**config.mk**
```make
export PLATFORM = sky130hd
export DESIGN_NAME = clk_divider
export DESIGN_NICKNAME = d
export VERILOG_FILES = /design/src/rtl/clk_divider.sv
export SDC_FILE = /design/constraint.sdc
export NUM_CORES = 1
export LEC_CHECK = 0
export CORE_AREA = 2 2 39 41
export CTS_CLUSTER_SIZE = 10
export DETAILED_ROUTE_END_ITERATION = 8
export DIE_AREA = 0 0 41 43
export GPL_TIMING_DRIVEN = 0
export PLACE_DENSITY = 0.44
export SLEW_MARGIN = 10
export SYNTH_ARGS = -nofsm -noshare
export SYNTH_HDL_FRONTEND = slang
export SYNTH_SLANG_ARGS = --single-unit
```
**constraint.sdc**
```tcl
create_clock -name clk -period 1.8 [get_ports clk]
set_input_delay 0.27 -clock clk [delete_from_list [all_inputs] [get_ports clk]]
set_output_delay 0.27 -clock clk [all_outputs]
set_load 0.005 [all_outputs]
```
**src/rtl/clk_divider.sv**
```systemverilog
// Integer clock divider: registered square wave, rising-edge tick and phase count.
// Low phase is X - X/2 cycles, so odd ratios put the extra cycle in the low half.
module clk_divider #(
  parameter  int X = 16,
  localparam int W = (X < 2) ? 1 : $clog2(X)
) (
  input  logic         clk,
  input  logic         rst,
  output logic         clk_reduced,
  output logic         tick,
  output logic [W-1:0] cnt
);

  localparam int L = X - X / 2;

  if (X < 2) begin : g_bad_ratio
    $error("clk_divider: X must be >= 2");
  end

  // Power-up value lets an unreset instance still produce a clean waveform.
  logic [W-1:0] cnt_q  = '0;
  logic         clk_q  = 1'b0;
  logic         tick_q = 1'b0;
  logic [W-1:0] cnt_next;

  always_comb begin
    cnt_next = (cnt_q == W'(X - 1)) ? '0 : cnt_q + W'(1);
  end

  always_ff @(posedge clk) begin
    if (rst) begin
      cnt_q  <= '0;
      clk_q  <= 1'b0;
      tick_q <= 1'b0;
    end else begin
      cnt_q  <= cnt_next;
      clk_q  <= (cnt_next >= W'(L));
      tick_q <= (cnt_next == W'(L));
    end
  end

  assign cnt         = cnt_q;
  assign clk_reduced = clk_q;
  assign tick        = tick_q;

endmodule

```
==> summary.md <==
| Metric | Value |
|---|---|
| Number of instances in the synthesized netlist | `19` |
| Arrival time of the worst setup path | `1190 ps` |
| Placeable Area | `1380 um2` |
| Dpl cells | `42` |
| Fraction of layout cells with a size suffix above 1 | `10.3%` |
| Hold bufs inserted after CTS | `0` |
| Via count normalized by instance count | `3.91` |
| Power per unit of standard cell area | `925 nW/um2` |
| Buffers on Ports | `7` |
| Crit path buf inv count | `1` |
| DRC | `0` |
| Sequential cell area fraction in the yosys report | `58.9%` |
| Clk slew on worst S/H paths | `40 ps` |
| Die width | `41 um` |
| Fraction of synthesis flops using an asynchronous set or reset pin | `0%` |
| Initial antenna violation count | `0` |
| Setup Total Neg Slack | `0 ps` |
| Vias in the first global route | `159` |
| Kind of start point of the critical path | `flop` |
| Fill cells | `152` |
| Synth Net Count | `22` |
| Starting Density | `14.7%` |
| Wirelength, routed | `374 um` |
| Gp weighted congestion | `0.676` |
| Remaining max-slew budget at the tightest pin | `86.0%` |
| Final Hold Viols | `0` |
| Worst Setup End Kind | `primary output` |
| Syn Std Cell Area | `204 um2` |
| First-pass GRT wire length | `627 um` |
| Via count | `176` |
| Slowest cell on the critical path | `sky130_fd_sc_hd__clkdlybuf4s50_1` |
| Cell with the most instances after synthesis | `sky130_fd_sc_hd__dfxtp_1` |
| Source-to-sink clock delay at the later pin of the worst-skew pair | `240 ps` |
| Initial drt markers | `0` |
| Max-cap viol count | `0` |
| Total count of max-transition violations in the final report | `0` |
| Largest net degree at the start of global routing | `7` |
| Average instance area after synthesis | `10.7 um2` |
| Cell leakage power | `0.110 nW` |
| CP required | `1530 ps` |
| Measured slew at the worst slew-check pin | `209 ps` |
| Crit-path leading delay family | `buffers and inverters` |
| Highest clock rate | `684 MHz` |
| Cell Chain, Critical Path | `clkdlybuf4s50_1` |
| Number of storage elements in the synthesis netlist | `6` |
| Overflow left after global routing | `0` |
| Y dimension of the die | `43 um` |
| Area overhead of the layout relative to synthesis | `55.2%` |
| H-tree depth | `1` |
| I/O Pins | `8` |
| Setup bufs post-CTS | `0` |
| Average detailed-routed wire length per instance | `8.31 um` |
| Synthesis warning total | `0` |
| Worst vdd ir | `0.000331 V` |
| Antenna-violating nets left | `0` |
| Top cells by area, synth | `sky130_fd_sc_hd__dfxtp_1, sky130_fd_sc_hd__a21oi_1, sky130_fd_sc_hd__ha_1, sky130_fd_sc_hd__a311oi_1, sky130_fd_sc_hd__nand4b_1` |
| Detailed placer's ending HPWL | `270 um` |
| HP Class | `reg -> reg` |
| Final number of setup-violating endpoints | `0` |
| Final clock period utilization by the worst path | `81.3%` |
| Root cell of the clock tree | `sky130_fd_sc_hd__clkbuf_4` |
| Count of unique library cells instantiated by Yosys | `12` |
| CTS tree | `yes` |
| Final antenna diode count | `0` |
| Number of clock sinks seen by CTS | `6` |
| Share of the synthesized area in the top cell type | `58.9%` |
| Leading area contributor after synthesis | `sky130_fd_sc_hd__dfxtp_1` |
| Worst Setup Path Type | `reg -> out` |
| Net count reported at finish | `34` |
| Synth Flop Type | `sky130_fd_sc_hd__dfxtp_1` |
| Number of enable-type register cells in the synthesized netlist | `0` |
| RSZ-0062 raised after global routing | `no` |
| Clk_skew | `1.71 ps` |
| Number of core rows | `14` |
| Largest incremental delay on the critical path | `540 ps` |
| Global-route usage over all layers | `5.75%` |
| Final Instance Count excl. Fillers | `45` |
| Final critical-path required period | `1460 ps` |
| Max Fanout on Critical Path | `6` |
| Area enclosed by the die boundary | `1760 um2` |
| Cells resized by post-CTS repair | `0` |
| Initial DRT Pass Iterations | `1` |
| Commonest cells in the synthesized netlist | `sky130_fd_sc_hd__dfxtp_1, sky130_fd_sc_hd__a21oi_1` |
| Maximum root-to-sink buffer count | `2` |
| Result of the run | `finished, final reports clean` |
| Number of buffers inserted during clock tree synthesis | `3` |
layout by cell type (no fill, tap or decap), drive strengths merged:
master / count
xnor2: 1
o21ai: 1
inv: 1
a311oi: 1
nand4: 1
clkdlybuf4s50: 7
nor3: 1
a21oi: 3
nor2b: 1
dfxtp: 6
ha: 1
clkbuf: 3
nand4b: 1
nor2: 1
metrics by stage:
stage                     cell area [um2]  util [%]  hold WS [ps]  power [mW]  setup WS, ps
after floorplan                       204         -           339       0.159           793
after global placement                294      21.2           491       0.176           588
after detailed placement              294      21.2           502       0.176           600
after CTS                             317      22.9           511       0.300           327
after global routing                  317      22.9           541       0.311           269
final                                 317      22.9           505       0.293           337
path summary, 6_finish.rpt:
kind / from / endpoint / slack [ps] / cells after the start
max reg2reg: cnt[0]$_SDFF_PP0_ / cnt[3]$_SDFF_PP0_ / 700 / 4
min reg2reg: cnt[3]$_SDFF_PP0_ / tick$_SDFF_PP0_ / 510 / 1
max: cnt[2]$_SDFF_PP0_ / cnt[2] / 340 / 1
min: cnt[3]$_SDFF_PP0_ / tick$_SDFF_PP0_ / 510 / 1
per-layer routing:
| metal | GRT usage (%) | share of wire (%) | up-vias |
|---|---|---|---|
| li1 | - | - | 90 |
| met1 | 7.82 | 52 | 76 |
| met2 | 5.63 | 35 | 10 |
| met3 | 6.28 | 13 | 0 |
| met4 | 2.00 | 0 | 0 |
| met5 | 0 | 0 | - |
cell type report:
cell class,count,area (um2),share of cell area (%)
well taps,16,20.0,6.32
clock buffers,3,22.5,7.11
multi-input cells,12,80.1,25.3
inverters,1,3.75,1.19
flip-flops and latches,6,120,37.9
repair buffers,7,70.1,22.1
registers in the layout, indices dropped and copies added (netlist names):
register     count
cnt              4
tick             1
clk_reduced      1
power breakdown:
group / total [mW] / leakage (nW) / switching [mW] / internal (mW)
sequential: 0.147 / 0.0490 / 0.00786 / 0.139
clock: 0.118 / 0.0138 / 0.0434 / 0.0751
combinational: 0.0269 / 0.0470 / 0.00944 / 0.0175
total: 0.293 / 0.110 / 0.0607 / 0.232
logic make-up after synthesis:
group | Yosys count | share of synthesized area (%)
AO/OA/AOI/OAI | 5 | 14.1
XOR/XNOR | 1 | 4.30
adder cells (fa/ha/maj) | 1 | 6.13
AND/OR/NAND/NOR | 5 | 14.7
buffers and inverters | 1 | 1.84
flip-flops | 6 | 58.9
Power figures use the tool's default switching activity.
